===== src/rtl/ball_controller.sv =====
// Ball controller for a two-player paddle game on a cell grid.
// The ball moves diagonally one cell per tick period, bouncing off the side
// walls and off the bottom (player 1) and top (player 2) platforms. A missed
// platform scores a point for the opponent, holds the ball for one step and
// then recenters it. The game ends when either score reaches WIN_SCORE.
//
// Ports:
//   clk25MHz           - clock, all logic on the rising edge
//   reset_n            - synchronous active-low reset
//   launch             - single-cycle serve request (honoured only in IDLE)
//   platform1_position - left cell of the bottom platform
//   platform2_position - left cell of the top platform
//   ball_x, ball_y     - ball position
//   ball_state         - 1 while the ball is moving
//   ball_direction     - bit0 = right, bit1 = down
//   score1, score2     - player scores (bottom, top)
//   step_pulse         - one cycle, follows the edge that applied a step
//   point_pulse        - one cycle, follows the edge that incremented a score
//   game_over          - high once the game has ended
module ball_controller #(
  parameter int unsigned FIELD_WIDTH    = 32,
  parameter int unsigned FIELD_HEIGHT   = 24,
  parameter int unsigned PLATFORM_WIDTH = 8,
  parameter int unsigned TICK_DIV       = 12500000,
  parameter int unsigned WIN_SCORE      = 9
) (
  input  logic       clk25MHz,
  input  logic       reset_n,
  input  logic       launch,
  input  logic [5:0] platform1_position,
  input  logic [5:0] platform2_position,
  output logic [5:0] ball_x,
  output logic [4:0] ball_y,
  output logic       ball_state,
  output logic [1:0] ball_direction,
  output logic [3:0] score1,
  output logic [3:0] score2,
  output logic       step_pulse,
  output logic       point_pulse,
  output logic       game_over
);

  localparam int unsigned CntW = (TICK_DIV > 1) ? $clog2(TICK_DIV) : 1;
  localparam logic [CntW-1:0] CntMax = CntW'(TICK_DIV - 1);
  localparam logic [5:0] XMax      = 6'(FIELD_WIDTH - 1);
  localparam logic [5:0] XCenter   = 6'(FIELD_WIDTH / 2);
  localparam logic [4:0] YBottom   = 5'(FIELD_HEIGHT - 2);
  localparam logic [4:0] YTop      = 5'd1;
  localparam logic [4:0] YCenter   = 5'(FIELD_HEIGHT / 2);
  localparam logic [3:0] Win       = 4'(WIN_SCORE);
  localparam logic [6:0] PlatSpan  = 7'(PLATFORM_WIDTH - 1);

  typedef enum logic [1:0] {StIdle, StMove, StMiss, StOver} state_e;

  state_e          state_q, state_d;
  logic [CntW-1:0] cnt_q, cnt_d;
  logic [5:0]      x_q, x_d;
  logic [4:0]      y_q, y_d;
  logic [1:0]      dir_q, dir_d;
  logic [3:0]      s1_q, s1_d, s2_q, s2_d;
  logic            step_q, step_d, point_q, point_d;

  logic       tick;
  logic       cov1, cov2;
  logic [5:0] hx;
  logic       hdir;
  logic [4:0] vy;
  logic       vdir;
  logic       miss;

  assign tick = ((state_q == StMove) || (state_q == StMiss)) && (cnt_q == CntMax);

  // Widened by one bit so pos + PLATFORM_WIDTH - 1 cannot wrap.
  assign cov1 = ({1'b0, x_q} >= {1'b0, platform1_position}) &&
                ({1'b0, x_q} <= ({1'b0, platform1_position} + PlatSpan));
  assign cov2 = ({1'b0, x_q} >= {1'b0, platform2_position}) &&
                ({1'b0, x_q} <= ({1'b0, platform2_position} + PlatSpan));

  // Candidate step; only committed on a MOVE tick.
  always_comb begin
    hx   = x_q;
    hdir = dir_q[0];
    vy   = y_q;
    vdir = dir_q[1];
    miss = 1'b0;
    if (dir_q[0] && (x_q == XMax)) begin
      hdir = 1'b0;
      hx   = x_q - 6'd1;
    end else if (!dir_q[0] && (x_q == 6'd0)) begin
      hdir = 1'b1;
      hx   = x_q + 6'd1;
    end else begin
      hx = dir_q[0] ? x_q + 6'd1 : x_q - 6'd1;
    end
    if (dir_q[1] && (y_q == YBottom)) begin
      if (cov1) begin
        vdir = 1'b0;
        vy   = y_q - 5'd1;
      end else begin
        miss = 1'b1;
      end
    end else if (!dir_q[1] && (y_q == YTop)) begin
      if (cov2) begin
        vdir = 1'b1;
        vy   = y_q + 5'd1;
      end else begin
        miss = 1'b1;
      end
    end else begin
      vy = dir_q[1] ? y_q + 5'd1 : y_q - 5'd1;
    end
  end

  always_comb begin
    state_d = state_q;
    cnt_d   = '0;
    x_d     = x_q;
    y_d     = y_q;
    dir_d   = dir_q;
    s1_d    = s1_q;
    s2_d    = s2_q;
    step_d  = 1'b0;
    point_d = 1'b0;
    case (state_q)
      StIdle: begin
        if (launch) state_d = StMove;
      end
      StMove: begin
        cnt_d = tick ? '0 : cnt_q + CntW'(1);
        if (tick) begin
          step_d = 1'b1;
          if (miss) begin
            // Ball stays put; direction still tells which side missed.
            point_d = 1'b1;
            state_d = StMiss;
            if (dir_q[1]) s2_d = (s2_q == Win) ? s2_q : s2_q + 4'd1;
            else          s1_d = (s1_q == Win) ? s1_q : s1_q + 4'd1;
          end else begin
            x_d   = hx;
            y_d   = vy;
            dir_d = {vdir, hdir};
          end
        end
      end
      StMiss: begin
        cnt_d = tick ? '0 : cnt_q + CntW'(1);
        if (tick) begin
          step_d  = 1'b1;
          x_d     = XCenter;
          y_d     = YCenter;
          dir_d   = dir_q[1] ? 2'b11 : 2'b00;
          state_d = ((s1_q == Win) || (s2_q == Win)) ? StOver : StIdle;
        end
      end
      StOver: begin
        state_d = StOver;
      end
      default: state_d = StIdle;
    endcase
  end

  always_ff @(posedge clk25MHz) begin
    if (!reset_n) begin
      state_q <= StIdle;
      cnt_q   <= '0;
      x_q     <= XCenter;
      y_q     <= YCenter;
      dir_q   <= 2'b11;
      s1_q    <= 4'd0;
      s2_q    <= 4'd0;
      step_q  <= 1'b0;
      point_q <= 1'b0;
    end else begin
      state_q <= state_d;
      cnt_q   <= cnt_d;
      x_q     <= x_d;
      y_q     <= y_d;
      dir_q   <= dir_d;
      s1_q    <= s1_d;
      s2_q    <= s2_d;
      step_q  <= step_d;
      point_q <= point_d;
    end
  end

  assign ball_x         = x_q;
  assign ball_y         = y_q;
  assign ball_state     = (state_q == StMove);
  assign ball_direction = dir_q;
  assign score1         = s1_q;
  assign score2         = s2_q;
  assign step_pulse     = step_q;
  assign point_pulse    = point_q;
  assign game_over      = (state_q == StOver);

endmodule


===== config.mk =====
export PLATFORM = sky130hd
export DESIGN_NAME = ball_controller
export DESIGN_NICKNAME = d
export VERILOG_FILES = /design/src/rtl/ball_controller.sv
export SDC_FILE = /design/constraint.sdc
export NUM_CORES = 1
export LEC_CHECK = 0
export BUFFER_PORTS_ARGS = -buffer_cell sky130_fd_sc_hd__buf_2
export CAP_MARGIN = 20
export CORE_MARGIN = 5
export CORE_UTILIZATION = 45
export DETAILED_ROUTE_END_ITERATION = 6
export PLACE_DENSITY_LB_ADDON = 0.25
export SLEW_MARGIN = 20
export SYNTH_ARGS = -nofsm -noshare
export SYNTH_HDL_FRONTEND = slang
export SYNTH_SLANG_ARGS = --single-unit

===== constraint.sdc =====
create_clock -name clk25MHz -period 3.2 [get_ports clk25MHz]
set_input_delay 0.32 -clock clk25MHz [delete_from_list [all_inputs] [get_ports clk25MHz]]
set_output_delay 0.32 -clock clk25MHz [all_outputs]
set_load 0.02 [all_outputs]

# Yosys cells after proc, flatten, opt, wreduce, memory -nomap -nowiden

Index checks and enable logic that the tools add are counted.

Input port bits: 15
Bits in registers: 49
Logic and storage cells: 111
Output and inout bits: 25

Multiplexer cells: 39
Equality and inequality tests: 19
Bitwise gates (word level): 5
Add/sub/neg operators: 9
Reductions and logical operators: 25
Magnitude comparators: 4

Operator list:

| kind                                                 | count |
|---|---|
| 2-to-1 mux 5 bit                                     | 8 |
| 2-to-1 mux 6 bit                                     | 6 |
| adder 24 x 1 -> 24 bit (second input constant)       | 1 |
| equality test 24 bit (second input constant)         | 1 |
| 2-to-1 mux 2 bit                                     | 9 |
| AND reduction 5 bit                                  | 3 |
| adder 6 x 3 -> 7 bit (second input constant)         | 2 |
| <= comparator 6 x 7 -> 1 bit                         | 2 |
| >= comparator 6 bit                                  | 2 |
| 2-to-1 mux 1 bit                                     | 12 |
| case mux 6 bit (2 select lines)                      | 1 |
| case mux 5 bit (2 select lines)                      | 1 |
| != test 3 x 1 -> 1 bit (second input constant)       | 3 |
| adder 4 x 1 -> 4 bit (second input constant)         | 2 |
| equality test 4 bit (second input constant)          | 2 |
| case mux 2 bit (4 select lines)                      | 1 |
| AND reduction 4 bit                                  | 2 |
| logical AND 1 bit                                    | 7 |
| AND reduction 7 bit                                  | 1 |
| adder 6 x 1 -> 6 bit (second input constant)         | 1 |
| equality test 6 x 5 -> 1 bit (second input constant) | 1 |
| logical NOT 6 bit                                    | 1 |
| != test 2 bit (second input constant)                | 3 |
| AND reduction 6 bit                                  | 1 |
| other kinds (20)                                     | 28 |

# Depth between registers and ports, before layout

Word-level depth: 9
Gate-level depth with buffers: 14
Mapped depth without buffers: 13

# Worst setup path before layout

OpenSTA, ideal clock, no wires.

Kind: input -> register
Start point: in platform1_position[0]
End point: reg dir_q[0], in the netlist ball_direction[0]
Required time: 3.077 ns
Arrival: 2.713 ns
Stages: 13
Setup slack: 0.363 ns
Cell sequence: inv_1 ha_1 nor2b_1 nor2_1 xnor2_1 ha_1 a21o_1 a21oi_1 a21o_1 a21o_1 nand3_1 o32ai_2 mux2_1

Word-level cells in the longest chain between the ends: 7

Ends and longest elaborated chain:

| what                                     | RTL line | source |
|---|---|---|
| start, declared                          | 30       | `input logic [5:0] platform1_position,` |
| adder 6 x 3 -> 7 bit                     | 75       | `({1'b0, x_q} <= ({1'b0, platform1_position} + PlatSpan));` |
| <= comparator 6 x 7 -> 1 bit             | 75       |  |
| logical AND 1 bit (*)                    | 74       | `assign cov1 = ({1'b0, x_q} >= {1'b0, platform1_position}) &&` |
| 2-to-1 mux 1 bit (*)                     | 96       | `if (cov1) begin` |
| 2-to-1 mux 1 bit (*)                     | 95       | `if (dir_q[1] && (y_q == YBottom)) begin` |
| != test 2 bit (no source line) (*)       | -        |  |
| AND reduction 5 bit (no source line) (*) | -        |  |
| end signal, assigned                     | 178      | `dir_q <= dir_d;` |
| end, declared                            | 59       | `logic [1:0] dir_q, dir_d;` |

Mark *: on every way between the ends. The rest lies on a longest branch, timed or not.
A chain may end at the register's enable or synchronous reset.

# Worst setup path in the final report

Start point: in platform1_position[0]
End point: reg x_q[5], in the netlist ball_x[5]

Word-level cells in the longest chain between the ends: 7

Ends and longest elaborated chain:

| what                                     | RTL line | source |
|---|---|---|
| adder 6 x 3 -> 7 bit                     | 75       |  |
| <= comparator 6 x 7 -> 1 bit             | 75       |  |
| logical AND 1 bit (*)                    | 74       |  |
| 2-to-1 mux 1 bit (*)                     | 96       |  |
| 2-to-1 mux 1 bit (*)                     | 95       |  |
| != test 2 bit (no source line) (*)       | -        |  |
| AND reduction 4 bit (no source line) (*) | -        |  |
| end signal, assigned                     | 166      | `x_q <= XCenter;` |
| end, declared                            | 57       | `logic [5:0] x_q, x_d;` |

Marks and branches as above.

==> impl_metrics.ini <==
[run_status]
status = finished clean

[timing]
setup_slack_ns = 0.525
worst_pin_slew_ns = 0.689
max_freq_ghz = 0.374
rsz0062_at_grt = false
fin_crit_ns = 2.68
whs_ns = 0.399
setup_viol = 0
fin_crit_sh_pct = 83.6
totalNegativeSetupSlack_ns = 0
finalMaxSlewViolations = 0
skew_ns = 0.00772
hold_viol = 0
slew_headroom_pct = 54.0

[synthesis]
async_flop_share_pct = 0
yosys_warnings = 0
netlist_instances = 443
synth_area_sq_mm = 0.00370
synth_ff_type = dfxtp_1
ys_types = 66
synth-edff-count = 0
synth.net_count = 499
synth-seq-cells = 49
avgSynthCellArea_sq_um = 8.36
synth-seq-area-share_pct = 26.5

[detailed_routing]
drtIter0Drc = 122
vias = 3263
via_per_inst = 5.57
route.detailed.drc = 0
drtAntennaViolNets = 0
wl_per_cell_microns = 14.7
wirelength_microns = 8630
drtPass1Iterations = 4

[die]
fp.coreArea_sq_mm = 0.00813
die_h_microns = 101
dieArea_sq_mm = 0.0101
placementRows = 33
floorplan.initialDensity_pct = 45.5
io_pins = 40
die_w_microns = 101

[power_and_ir_drop]
vdd_drop_max_mv = 0.252
swShare_pct = 33.2
power_leakage_nw = 1.66
total_power_w = 0.00152
power.internal_w = 0.00102
seq_power_share_pct = 42.2
clockPowerShare_pct = 30.9
p_sw_w = 0.000506
p_per_area_mw_per_mm2 = 372
pwr-share-comb_pct = 26.9

[clocking]
post_cts_buffers = 0
clock_path_buffers = 2
cts_hold_buf = 0
path_clk_slew_ns = 0.10
cts-root-buf = clkbuf_8
worstSkewPairLatency_ns = 0.31
cts_resized = 0
cts_buffers = 5
clock-sinks = 49
htree_levels = 2
tritoncts = built

[min_path]
hold_path_end = ball_y[3]
min_path_type = in2reg
holdPathStages = 2
worstHoldStart = reset_n

[critical_path]
path_delay_family = compound AO/OA/AOI/OAI gates
arrival_ns = 2.91
cp_max_fo = 8
crit_type = in2reg
regToRegSetupSlack_ns = 0.52
r2r_end = ball_x[5]
r2r_cells = 9
startpoint_type = input port
cp_common_cell = a21o_1
cpMaxStageDelayCell = and2_0
endpoint_kind = flip-flop
timing.rr.start = ball_x[0]
required_ns = 3.43
path_cells = buf_2 > inv_1 > ha_1 > nor2b_1 > nor2_1 > xnor2_1 > ha_1 > a21o_1 > a21oi_1 > a21o_1 > a21o_1 > and2_0 > a31oi_1 > a211oi_1
critPathBufInv = 2
crit_path_max_incr_delay_ns = 0.47

[placement]
place_hpwl_microns = 6530
portBuffers = 39
gp_congestion = 0.816
dp_slack_ns = 0.229

[finish]
syn2layout_area_growth_pct = 10.4
nFillCells = 801
seqCellArea_sq_um = 981
multiInputGateArea_sq_mm = 0.00251
mostFrequentLayoutCells = 49 x dfxtp_1, 47 x nor2_1, 41 x ha_1
final_common_cell = dfxtp_1
fin_nets = 536
antennaDiodeCount = 0
drive_above_1_share_pct = 15.4

[global_route]
grt_overflow_total = 0
grt_pass1_vias = 3119
grt_pass1_wl_microns = 14700
track_usage_pct = 17.6
grt_max_degree = 25
antenna_found_initial = 0

[run]
maxCapViolCount = 0
area by class of cell:
cell class              count  area share [%]
well taps                 105            3.21
clock inverters             3            1.16
flip-flops and latches     49            24.0
clock buffers               5            1.68
multi-input cells         350            61.3
repair buffers             46            6.06
inverters                  28            2.57
per-stage QoR:
| stage | cells | cell area, sq um | utilization (%) |
|---|---|---|---|
| after floorplan | 443 | 3700 | - |
| after global placement | 578 | 3970 | 48.9 |
| after detailed placement | 578 | 3970 | 48.9 |
| after CTS | 586 | 4090 | 50.3 |
| after global routing | 586 | 4090 | 50.3 |
| final | 586 | 4090 | 50.3 |
Yosys cell counts, types with 3 or more instances:
library cell  number  area share [%]
nand3b_1           5             1.0
a211oi_1           4            0.81
clkbuf_1           5            0.51
and3_1             6             1.0
o32ai_1            3            0.71
mux2i_1            7             1.9
ha_1              41              14
nand2b_1           8             1.4
dfxtp_1           49              26
buf_2              4            0.54
xor2_1            14             3.3
nand4_1            9             1.5
nor3_1             9             1.2
o21ai_0            9             1.2
a31o_2             3            0.71
a2bb2oi_1          3            0.71
a21oi_1           17             2.3
nor2b_1            3            0.51
and2_1             4            0.68
nand3_1           31             4.2
nor4_1             4            0.68
a31oi_1            4            0.68
nand2_1           34             3.4
xnor2_1           24             5.7
o22ai_1            3            0.51
a21o_1            12             2.4
or3_1              3            0.51
inv_1             28             2.8
clkbuf_8           3             1.1
nor2_1            47             4.8
power by group through the flow:
stage               Sequential (W)  Combinational (W)  Clock [W]
global placement          0.000657           0.000398          0
global route              0.000646           0.000456   0.000510
floorplan                 0.000653           0.000319          0
finish                    0.000643           0.000410   0.000470
detailed placement        0.000657           0.000409          0
CTS                       0.000643           0.000410   0.000482
state kept, by name, summed over array words and instances (netlist names):
name            flops
ball_x              6
step_pulse          1
ball_y              5
score1              4
point_pulse         1
ball_direction      2
score2              4
cnt_q              24
state_q             2
metal layers:
| layer | vias to the layer above | track usage (%) | part of all wire [%] |
|---|---|---|---|
| met2 | 66 | 30.2 | 49 |
| li1 | 1648 | - | - |
| met5 | - | 0 | 0 |
| met4 | 0 | 5.39 | 1.7 |
| met3 | 13 | 2.63 | 3.9 |
| met1 | 1536 | 22.6 | 45 |
logic make-up (layout without fill, tap and decap cells):
| logic type | after synthesis | after routing | share of synthesized area (%) |
|---|---|---|---|
| simple gates | 182 | 182 | 26.1 |
| compound gates | 80 | 80 | 16.3 |
| mux | 9 | 9 | 2.50 |
| xor+xnor | 38 | 38 | 8.98 |
| flops | 49 | 49 | 26.5 |
| fa+ha+maj | 41 | 41 | 13.8 |
| buf+inv | 44 | 82 | 5.81 |
worst max-delay path by stage:
stage,startpoint,end,slack [ns],cells past startpoint
2_1_floorplan,platform1_position[0],ball_direction[0],0.36,13
4_1_cts,platform1_position[0],ball_x[3],0.57,14
3_5_place_dp,platform1_position[0],state_q[1],0.23,14
3_3_place_gp,platform2_position[3],point_pulse,0.26,11
5_1_grt,platform1_position[0],ball_x[5],0.25,14
6_report,platform1_position[0],ball_x[5],0.52,14
Power figures use the tool's default switching activity.
